<file path="src/rtl/host_handshake_ctrl.sv">
// Host/core handshake and shared-SRAM port controller for the NCC search core.
// Optional read watchdog is enabled by defining HS_WATCHDOG_EN.
module host_handshake_ctrl #(
  parameter int unsigned         ADDR_W      = 21,
  parameter int unsigned         DATA_W      = 32,
  parameter int unsigned         SET_W       = 8,
  parameter int unsigned         RES_WORDS   = 4,
  parameter logic [ADDR_W-1:0]   RESULT_BASE = 'h03CF96,
  parameter logic [ADDR_W-1:0]   FLAG_ADDR   = 'h0,
  parameter logic [ADDR_W-1:0]   DONE_ADDR   = 'h7FFFE,
  parameter logic [DATA_W-1:0]   START_CODE  = 'h0001_0000,
  parameter logic [DATA_W-1:0]   ACK_CODE    = 'h2,
  parameter logic [DATA_W-1:0]   DONE_CODE   = 'h4,
  parameter int unsigned         WDOG_CYCLES = 1024,
  localparam int unsigned        IDX_W       = (RES_WORDS > 1) ? $clog2(RES_WORDS) : 1
) (
  input  logic              clk,
  input  logic              rst_n,
  input  logic [DATA_W-1:0] host_flag,
  output logic              flag_we,
  output logic [DATA_W-1:0] flag_out,
  output logic              mem_req,
  output logic              mem_we,
  output logic [ADDR_W-1:0] mem_addr,
  output logic [DATA_W-1:0] mem_wdata,
  input  logic [DATA_W-1:0] mem_rdata,
  input  logic              mem_rvalid,
  output logic              core_start,
  input  logic              core_req,
  input  logic              core_wr,
  input  logic [ADDR_W-1:0] core_addr,
  input  logic [SET_W-1:0]  core_set,
  input  logic [IDX_W-1:0]  core_wr_idx,
  input  logic [DATA_W-1:0] core_wdata,
  input  logic              core_set_done,
  output logic [DATA_W-1:0] core_rdata,
  output logic              core_rvalid,
  output logic              frame_sel,
  output logic [SET_W-1:0]  sets_done,
  output logic              err
);

  localparam int unsigned NBYTES = DATA_W / 8;

  typedef enum logic [1:0] {IDLE, RUN, RD_WAIT, DONE} state_t;

  state_t              state_q, state_d;
  logic [ADDR_W-1:0]   rd_addr_q;
  logic                start_hit, rd_accept, rd_done, idx_bad, wdog_hit;
  logic [ADDR_W-1:0]   res_addr;

  function automatic logic [DATA_W-1:0] bswap(input logic [DATA_W-1:0] d);
    logic [DATA_W-1:0] r;
    r = '0;
    for (int i = 0; i < int'(NBYTES); i++) r[8*i +: 8] = d[8*(int'(NBYTES)-1-i) +: 8];
    return r;
  endfunction

  // Result slot address; sums wrap at ADDR_W
  assign res_addr = RESULT_BASE
                  + ADDR_W'(ADDR_W'(core_set) * ADDR_W'(RES_WORDS))
                  + ADDR_W'(core_wr_idx);

`ifdef HS_WATCHDOG_EN
  localparam int unsigned WD_W = $clog2(WDOG_CYCLES + 1);
  logic [WD_W-1:0] wdog_q;

  // Counts consecutive RD_WAIT cycles; restarts on every new read
  always_ff @(posedge clk or negedge rst_n) begin
    if (!rst_n)                wdog_q <= '0;
    else if (state_q == RD_WAIT) wdog_q <= wdog_q + WD_W'(1);
    else                       wdog_q <= '0;
  end
`endif

  // Next state and same-cycle port strobes
  always_comb begin
    state_d    = state_q;
    flag_we    = 1'b0;
    flag_out   = '0;
    mem_req    = 1'b0;
    mem_we     = 1'b0;
    mem_addr   = FLAG_ADDR;
    mem_wdata  = '0;
    core_start = 1'b0;
    start_hit  = 1'b0;
    rd_accept  = 1'b0;
    rd_done    = 1'b0;
    idx_bad    = 1'b0;
    wdog_hit   = 1'b0;
    case (state_q)
      IDLE: begin
        if (host_flag == START_CODE) begin
          flag_we   = 1'b1;
          flag_out  = ACK_CODE;
          start_hit = 1'b1;
          state_d   = RUN;
        end
      end
      RUN: begin
        core_start = 1'b1;
        if (core_set_done) begin
          state_d = DONE;
        end else if (core_req && core_wr) begin
          mem_addr = res_addr;
          if ({1'b0, core_wr_idx} >= (IDX_W+1)'(RES_WORDS)) begin
            idx_bad = 1'b1;
          end else begin
            mem_we    = 1'b1;
            mem_wdata = bswap(core_wdata);
          end
        end else if (core_req) begin
          mem_req   = 1'b1;
          mem_addr  = core_addr;
          rd_accept = 1'b1;
          state_d   = RD_WAIT;
        end
      end
      RD_WAIT: begin
        mem_addr = rd_addr_q;
        if (mem_rvalid) begin
          rd_done = 1'b1;
          state_d = RUN;
        end
`ifdef HS_WATCHDOG_EN
        else if (wdog_q == WD_W'(WDOG_CYCLES - 1)) begin
          wdog_hit = 1'b1;
          state_d  = RUN;
        end
`endif
      end
      DONE: begin
        flag_we  = 1'b1;
        flag_out = DONE_CODE;
        mem_addr = DONE_ADDR;
        state_d  = IDLE;
      end
      default: state_d = IDLE;
    endcase
  end

  // State and registered status/read-return outputs
  always_ff @(posedge clk or negedge rst_n) begin
    if (!rst_n) begin
      state_q     <= IDLE;
      rd_addr_q   <= '0;
      core_rdata  <= '0;
      core_rvalid <= 1'b0;
      frame_sel   <= 1'b1;
      sets_done   <= '0;
      err         <= 1'b0;
    end else begin
      state_q     <= state_d;
      core_rvalid <= rd_done | wdog_hit;
      if (rd_accept) rd_addr_q <= core_addr;
      if (rd_done)        core_rdata <= bswap(mem_rdata);
      else if (wdog_hit)  core_rdata <= '0;
      if (start_hit) frame_sel <= ~frame_sel;
      if (state_q == DONE) sets_done <= sets_done + SET_W'(1);
      if (idx_bad || wdog_hit) err <= 1'b1;
    end
  end

endmodule

</file>
<file path="config.mk">
export PLATFORM = sky130hd
export DESIGN_NAME = host_handshake_ctrl
export DESIGN_NICKNAME = d
export VERILOG_FILES = /design/src/rtl/host_handshake_ctrl.sv
export SDC_FILE = /design/constraint.sdc
export NUM_CORES = 1
export LEC_CHECK = 0
export CORE_ASPECT_RATIO = 1.25
export CORE_MARGIN = 2
export CORE_UTILIZATION = 35
export CTS_BUF_LIST = sky130_fd_sc_hd__clkbuf_4
export DETAILED_ROUTE_END_ITERATION = 16
export PLACE_DENSITY = 0.82
export SYNTH_ARGS = -nofsm -noshare
export SYNTH_HDL_FRONTEND = slang
export SYNTH_SLANG_ARGS = --single-unit
</file>
<file path="constraint.sdc">
create_clock -name clk -period 2.2 [get_ports clk]
set_input_delay 0.44 -clock clk [delete_from_list [all_inputs] [get_ports clk]]
set_output_delay 0.44 -clock clk [all_outputs]
set_load 0.02 [all_outputs]
</file>
Word level (Yosys, flattened, before mapping)
Index checks and enable logic that the tools add are counted.
- muxes and demuxes: 28
- $add $sub $neg: 3
- eq/ne operators: 8
- bitwise logic cells: 1
- $lt $le $gt $ge: 0
- shift-type cells: 0
- multiply operators: 0
- reduce and logical (&&, ||, !) cells: 3
- divide/modulo/power cells: 0
- operators with widths (cell ; number):
    32-bit two-way mux ; 3
    32-bit case mux with 2 select lines ; 1
    21-bit two-way mux ; 3
    21-bit case mux with 3 select lines ; 1
    32-bit by 17-bit == test with 1-bit output (second input constant) ; 1
    19-bit by 2-bit adder with 20-bit output ; 1
    18-bit by 10-bit adder with 19-bit output (first input constant) ; 1
    1-bit two-way mux ; 12
    2-bit two-way mux ; 6
    8-bit by 1-bit adder with 8-bit output (second input constant) ; 1
    2-bit case mux with 4 select lines ; 1
    3-bit inequality test (second input constant) ; 2
    2-bit == test (second input constant) ; 2
    2-bit inequality test (second input constant) ; 2
    4-bit AND reduction ; 1
    2-bit by 1-bit == test with 1-bit output (second input constant) ; 1
    2-bit zero test ; 1
    1-bit case mux with 2 select lines ; 1
    1-bit logical AND ; 1
    1-bit inverter ; 1
- ROM bits: 0
- bits in latches: 0
- memories: 0
- output and inout bits: 132
- word-level logic and storage cells: 49
- RAM bits: 0
- input port bits: 133
- bits in registers: 65

Logic depth before layout (Yosys ltp)
Gate-level depths: netlist of the first run.
- word-level depth: 5
- depth in mapped cells: 8
- mapped depth without buffers: 7

Least setup slack after synthesis of the first run
OpenSTA, ideal clock, no wires.
- path kind: reg2out
- start: register state_q[1]
- end: output mem_addr[8]
- arrival: 2042 ps
- required time: 1760 ps
- path slack: -282 ps
- cell stages (with the launch flop): 8
- cells stage by stage: dfrtp_1 -> inv_1 -> ha_1 -> inv_1 -> nor2_1 -> and2_0 -> o21ai_0 -> a221oi_1
- word-level cells in the longest chain between the ends: 2
- ends and longest elaborated chain (item ; line ; text):
    start, declared ; 47 ; state_t state_q, state_d;
    start signal, assigned ; 153 ; state_q <= state_d;
    2-bit == test or 2-bit by 1-bit == test with 1-bit output (tied branches) ; 91 ; case (state_q)
    21-bit case mux with 3 select lines (*) ; 91 ;
    end, declared ; 24 ; output logic [ADDR_W-1:0] mem_addr,
Mark *: on every way between the ends. The rest lies on a longest branch, timed or not.

Worst setup path after layout of the first run
- start: register state_q[1]
- end: output mem_addr[1]
Same word-level chain as after synthesis.

==> impl_results.md, run 1 <==
- Run status: complete, but fails checks
- Failing checks: setup timing
- Main area contributors after synthesis: sky130_fd_sc_hd__dfrtp_1 44%, sky130_fd_sc_hd__mux2_2 11%, sky130_fd_sc_hd__nand2_1 7.9%
- Number of filler cells placed in the layout: 718
- Area of the mapped netlist: 3640 um^2
- Worst-case setup margin in the final layout: -0.345 ns
- Sum of routed wire length over all layers: 13.6 mm
- Detailed Place HPWL: 9.95 mm
- Post-synth EDFFs: 0
- Initial core utilization: 0.361
- Average routed wire per standard cell: 16.8 um
- Post-synthesis async set-or-reset flop share: 1.00
- Number of antenna violations at the first check in global routing: 1
- Vertical die dimension: 118 um
- Total power per unit cell area: 1070 nW/um^2
- Remaining routing DRC violations: 0
- Library cell occupying the most area in the post-synthesis netlist: sky130_fd_sc_hd__dfrtp_1
- Core footprint: 10,100 um^2
- Kind of critical path: flip-flop to output pin
- Transition time at the pin with the least slew margin: 0.574 ns
- Root buffer cell: sky130_fd_sc_hd__clkbuf_4
- CTS clk-pin slew, worst paths: 0.11 ns
- Placed Instances: 780
- Maximum fanout encountered on the critical timing path: 6
- Minimum clock period: 2.55 ns
- Ports: 265
- Crit start category: flip-flop
- Worst endpoint data arrival time: 2.11 ns
- Share of the synthesized area in the top cell type: 0.439
- Detailed-routing iteration count for the pre-antenna-repair pass: 5
- GRT overflow: 0
- Overall Power: 7.71 mW
- Count of placed standard cells in the final layout, fillers left out: 814
- Clock latency on the worst-skew pair: 0.42 ns
- Chip width: 95.3 um
- Total setup violations reported at the end of the flow: 57
- Post-placement worst setup slack: -0.903 ns
- Area enclosed by the die boundary: 11,300 um^2
- Worst IR Drop VDD: 0.553 mV
- Fraction of final layout cells with drive strength greater than 1: 0.383
- Cell count after synthesis: 382
- Total of warnings raised by yosys: 0
- Vias per cell: 4.84
- Worst Setup End Kind: output pin
- Part of the Yosys area used for sequential elements: 0.447
- Pin count of the biggest net entering global routing: 44
- Leakage power figure: 3.39 nW
- Total number of placement rows: 41
- Vias in the first global route: 4,284
- Peak Freq: 393 MHz
- Clock tree buffer depth: 2
- Reg2Reg Depth: 8
- Total global-route track usage: 0.239
- Cell count of the worst hold path: 2
- Count of buffers from port buffering: 233
- Required time at the endpoint of the critical path: 1.76 ns
- Worst slew margin relative to its limit: 0.617
- Post-synthesis cell type count: 37
- Syn_area_per_cell: 9.54 um^2
- TritonCTS clock tree: yes
- Detailed router's first-iteration violation count: 142
- Global-route wire length before repair: 20.7 mm
- Signed area change from the synthesized netlist to the final layout: 98.2%
- Post-layout net count: 821
- Clk sinks: 65
- Remaining number of nets flagged by the antenna check after routing: 0
- Final period utilization: 1.16
- Kind of path behind the tightest hold check: flip-flop to flip-flop
- Number of buffers created by CTS: 9
- Number of H-tree levels: 3
- Post-synthesis sequential element count: 65
- Final clock skew: 0.0121 ns
- Unrepaired setup endpoints after global routing: yes
- Number of hold violations in the final report: 0
- Commonest register cell after synthesis: sky130_fd_sc_hd__dfrtp_1
- Slew Limit Fails: 0
- Number of max-cap violations: 0
- Routability-driven placement congestion ratio: 0.863
- Total number of vias: 3,936
## layout by cell type (no fill, tap or decap), types with 14 or more instances in the layout
cell type | synthesis | routed
sky130_fd_sc_hd__dlygate4sd2_1 | 0 | 27
sky130_fd_sc_hd__clkdlybuf4s50_1 | 0 | 140
sky130_fd_sc_hd__buf_6 | 3 | 49
sky130_fd_sc_hd__buf_4 | 31 | 69
sky130_fd_sc_hd__and2_4 | 0 | 20
sky130_fd_sc_hd__conb_1 | 1 | 31
sky130_fd_sc_hd__a21oi_1 | 30 | 21
sky130_fd_sc_hd__dfrtp_1 | 64 | 64
sky130_fd_sc_hd__and2_1 | 33 | 14
sky130_fd_sc_hd__mux2_2 | 34 | 34
sky130_fd_sc_hd__nand2_1 | 77 | 63
## cell type report
cell class	count	area, um^2	share of cell area
Antenna cell	1	2.50	0.000346
Clock buffer	9	67.6	0.00935
Clock inverter	6	60.1	0.00831
Inverter	9	48.8	0.00675
Multi-Input combinational cell	288	2190	0.304
Sequential cell	65	1630	0.225
Tap cell	129	161	0.0223
Timing Repair Buffer	306	3050	0.422
Timing Repair inverter	1	16.3	0.00225
## flip-flops by register name, summed over array words and instances, names as in the netlist
register,flops
rd_addr_q,21
core_rdata,32
frame_sel,1
sets_done,8
state_q,2
core_rvalid,1
## timing repair
action                     4_1_cts  5_1_grt
resized for setup              417       28
pin swaps                       33       35
hold endpoints to repair        22        0
hold buffers                     1        0
buffers inserted                12        3
cloned                           3        0
setup endpoints to repair       59       57
## logic make-up (layout without fill, tap and decap cells)
group	Yosys count	after routing	share of synthesized area
and+or+nand+nor	145	145	0.196
DFF	65	65	0.447
buffers and inverters	59	331	0.101
AOI/OAI and AO/OA	55	55	0.0862
muxes	35	35	0.108
xor gates and xnor gates	14	14	0.0336
adders and majority gates	8	8	0.0275
other	1	32	0.00103
## Yosys cell counts (all sizes together) (8+ instances only)
cell     n
dfrtp   64
mux2    34
and2    34
nor4     8
o21ai    9
clkbuf  11
inv      8
xnor2    8
ha       8
a21oi   30
buf     39
nand2   77
## path summary, 6_finish.rpt
| check | from | endpoint | slack [ns] |
|---|---|---|---|
| min in group asynchronous | rst_n | rd_addr_q[0] | 0.55 |
| max | state_q[1] | mem_addr[1] | -0.35 |
| min reg2reg | rd_addr_q[15] | rd_addr_q[15] | 0.49 |
| max in group asynchronous | rst_n | frame_sel | 0.96 |
| min | rd_addr_q[15] | rd_addr_q[15] | 0.49 |
| max reg2reg | state_q[0] | state_q[0] | 0.34 |
## through the flow
step / TNS (ns) / hold slack [ns] / instance area [um^2] / utilization
5_1_grt: -19.81 / 0.515 / 7220 / 0.715
6_report: -13.38 / 0.491 / 7220 / 0.715
3_5_place_dp: -40.20 / 0.465 / 6540 / 0.647
4_1_cts: -15.06 / 0.492 / 7130 / 0.705
3_3_place_gp: -37.76 / 0.458 / 6540 / 0.647
2_1_floorplan: 0 / 0.144 / 3890 / -
## worst max-delay path: stages, from the launching register on
cell	delay, ns
sky130_fd_sc_hd__dfrtp_1	0.41
sky130_fd_sc_hd__inv_2	0.09
sky130_fd_sc_hd__ha_4	0.15
sky130_fd_sc_hd__inv_4	0.04
sky130_fd_sc_hd__buf_6	0.11
sky130_fd_sc_hd__nor3_4	0.15
sky130_fd_sc_hd__buf_6	0.15
sky130_fd_sc_hd__buf_12	0.13
sky130_fd_sc_hd__buf_6	0.11
sky130_fd_sc_hd__a221oi_4	0.05
sky130_fd_sc_hd__a21oi_2	0.15
sky130_fd_sc_hd__buf_6	0.13
## routing by layer
metal / up-vias / wire length, um / GRT usage
li1: 1819 / - / -
met1: 1863 / 4660 / 0.244
met2: 219 / 7580 / 0.448
met3: 35 / 1040 / 0.0595
met4: 0 / 371 / 0.0951
met5: - / 0 / 0
## power by group
part / switching [mW] / internal [mW]
clock: 0.460 / 0.334
sequential: 0.359 / 1.75
combinational: 2.38 / 2.42
total: 3.20 / 4.51
No activity file was read; power rests on OpenSTA's default activity.
==> run 2, diff against run 1 <==
--- a/config.mk
+++ b/config.mk
@@ -5,7 +5,8 @@
 export SDC_FILE = /design/constraint.sdc
 export NUM_CORES = 1
 export LEC_CHECK = 0
-export CORE_ASPECT_RATIO = 1.25
+export CAP_MARGIN = 20
+export CORE_ASPECT_RATIO = 0.9
 export CORE_MARGIN = 2
 export CORE_UTILIZATION = 35
 export CTS_BUF_LIST = sky130_fd_sc_hd__clkbuf_4
==> run 2 against run 1 <==
Effect of this change: the run still ends with setup timing left; sequential share of layout area decreased by 0.62 points; combinational power grew 6.9%; non-clock buffer count up 14; clock skew decreased by 0.0023 ns; global-route usage decreased by 0.17 points; first-iteration DRC count is 18% higher; worst hold slack worse by 0.022 ns; routed wire length is 4.9% higher; sequential power about the same; via count increased by 1.7%; register-to-register slack about the same; cell count rose by 1.8%.
==> impl_results.md, run 2 (synthesis gave the netlist of run 1 again) <==
- Run status: complete, but fails checks
- Failing checks: setup timing
- Vias per cell: 4.83
- Final clock skew: 0.00981 ns
- Number of buffers created by CTS: 9
- Worst endpoint data arrival time: 2.09 ns
- Clock latency on the worst-skew pair: 0.40 ns
- Minimum clock period: 2.53 ns
- TritonCTS clock tree: yes
- Total setup violations reported at the end of the flow: 56
- Vias in the first global route: 4,232
- GRT overflow: 0
- Area enclosed by the die boundary: 11,200 um^2
- Average routed wire per standard cell: 17.3 um
- Unrepaired setup endpoints after global routing: yes
- Remaining routing DRC violations: 0
- Required time at the endpoint of the critical path: 1.76 ns
- Number of hold violations in the final report: 0
- Total global-route track usage: 0.237
- Highest-count cells in the layout ignoring fill and taps: 135 x sky130_fd_sc_hd__clkdlybuf4s50_1, 68 x sky130_fd_sc_hd__buf_4, 66 x sky130_fd_sc_hd__buf_6
- Total power per unit cell area: 1080 nW/um^2
- Critical-path cell with the highest stage delay: sky130_fd_sc_hd__or3_4
- Sum of routed wire length over all layers: 14.3 mm
- Maximum fanout encountered on the critical timing path: 4
- Number of max-cap violations: 0
- Crit start category: flip-flop
- Chip width: 112 um
- Detailed-routing iteration count for the pre-antenna-repair pass: 4
- Worst Setup End Kind: output pin
- Startpoint of the tightest hold check path: sets_done[7]
- Timing startpoint of the critical path: state_q[1]
- Pin count of the biggest net entering global routing: 47
- Slew Limit Fails: 0
- Clock tree buffer depth: 2
- Total number of placement rows: 35
- Worst hold margin: 0.470 ns
- Overall Power: 8.02 mW
- Cells along the critical path: inv_2 -> ha_4 -> inv_4 -> or3_4 -> clkinv_4 -> nand2_1 -> a21oi_2 -> buf_6
- Root buffer cell: sky130_fd_sc_hd__clkbuf_4
- Ports: 265
- Detailed router's first-iteration violation count: 168
- Remaining number of nets flagged by the antenna check after routing: 0
- Fraction of final layout cells with drive strength greater than 1: 0.443
- Register name with the most flops: core_rdata
- Worst-case setup margin in the final layout: -0.327 ns
- Routability-driven placement congestion ratio: 0.852
- Initial core utilization: 0.357
- Signed area change from the synthesized netlist to the final layout: 104%
- Startpoint of the lowest-slack register-to-register path: state_q[1]
- Worst IR Drop VDD: 0.838 mV
- Count of buffers from port buffering: 233
- Peak Freq: 396 MHz
- Post-layout net count: 836
- N_diodes: 0
- Total number of vias: 4,002
- Detailed Place HPWL: 9.75 mm
- Post-placement worst setup slack: -0.874 ns
- Max reg flops: 32
- Number of antenna violations at the first check in global routing: 0
- Kind of critical path: flip-flop to output pin
- Global-route wire length before repair: 21.0 mm
- Final period utilization: 1.15
- CP peak stage delay: 0.47 ns
- Largest regs: core_rdata (32), rd_addr_q (21), sets_done (8)
- Clk sinks: 65
- Kind of path behind the tightest hold check: flip-flop to flip-flop
- Core footprint: 10,200 um^2
- Most common cell after layout, fill and taps aside: sky130_fd_sc_hd__clkdlybuf4s50_1
- Leakage power figure: 3.40 nW
- CTS clk-pin slew, worst paths: 0.11 ns
- Vertical die dimension: 101 um
- Number of H-tree levels: 3
[run 2: cell count changes in the layout (fill, tap and decap cells not counted), moves of 4 or more]
cell / previous run / this run
sky130_fd_sc_hd__buf_6: 49 / 66
sky130_fd_sc_hd__nand2_4: 7 / 3
sky130_fd_sc_hd__clkdlybuf4s15_1: 0 / 9
sky130_fd_sc_hd__dlymetal6s2s_1: 8 / 0
sky130_fd_sc_hd__o21ai_2: 0 / 6
sky130_fd_sc_hd__nand2_2: 7 / 14
sky130_fd_sc_hd__a21oi_1: 21 / 15
sky130_fd_sc_hd__a21oi_2: 7 / 13
sky130_fd_sc_hd__and2_1: 14 / 1
sky130_fd_sc_hd__and2_4: 20 / 33
sky130_fd_sc_hd__o21ai_0: 7 / 3
sky130_fd_sc_hd__clkdlybuf4s50_1: 140 / 135
[run 2: worst paths after layout]
| path | endpoint | cells past startpoint | slack, ns |
|---|---|---|---|
| setup / recovery | mem_addr[3] | 8 | -0.33 |
| hold / removal | sets_done[7] | 1 | 0.47 |
| setup reg to reg | core_rdata[18] | 7 | 0.34 |
| hold reg to reg | sets_done[7] | 1 | 0.47 |
| max in group asynchronous | core_rdata[18] | 3 | 1.05 |
| min in group asynchronous | core_rdata[14] | 2 | 0.53 |
[run 2: layer usage]
| layer | routed length [um] | up-vias | part of all wire | track usage |
|---|---|---|---|---|
| met1 | 4990 | 1890 | 0.35 | 0.243 |
| li1 | - | 1849 | - | - |
| met4 | 575 | 0 | 0.040 | 0.102 |
| met3 | 1090 | 43 | 0.076 | 0.0637 |
| met5 | 0 | - | 0 | 0 |
| met2 | 7670 | 220 | 0.54 | 0.458 |
[run 2: worst max-delay path, delay by kind of cell, from the launching register on]
family / cells / cell delay (ns)
and+or+nand+nor: 2 / 0.56
DFF: 1 / 0.40
buffers and inverters: 4 / 0.39
AOI/OAI and AO/OA: 1 / 0.18
adders and majority gates: 1 / 0.16
[run 2: stage by stage]
step	cell area [um^2]	setup TNS, ns	utilization	cells
6_report	7430	-12.65	0.728	829
4_1_cts	7270	-12.94	0.713	825
3_3_place_gp	6520	-36.82	0.639	781
2_1_floorplan	3890	0	-	412
5_1_grt	7430	-17.81	0.728	829
3_5_place_dp	6520	-37.64	0.639	781
[run 2: what timing repair did]
item | 4_1_cts | 5_1_grt
cloned | 4 | 0
gates resized for setup | 478 | 54
buffers inserted | 23 | 7
endpoints found under the hold margin | 18 | 0
pin swaps | 49 | 26
hold buffers | 1 | 0
endpoints found under the setup margin | 58 | 57
[run 2: power by group]
| part | internal, mW | leakage, nW | total, mW | switching [mW] |
|---|---|---|---|---|
| clock | 0.343 | 0.0679 | 0.783 | 0.440 |
| sequential | 1.75 | 0.795 | 2.11 | 0.351 |
| combinational | 2.64 | 2.54 | 5.13 | 2.49 |
| total | 4.74 | 3.40 | 8.02 | 3.28 |
[run 2: area by class of cell]
class / count / area, um^2
multi-input combinational: 288 / 2280
tap: 129 / 161
clock buffer: 9 / 67.6
timing repair buffer: 320 / 3140
sequential: 65 / 1630
inverter: 9 / 53.8
clock inverter: 7 / 71.3
timing repair inverter: 2 / 20.0
fill: 709 / 2780
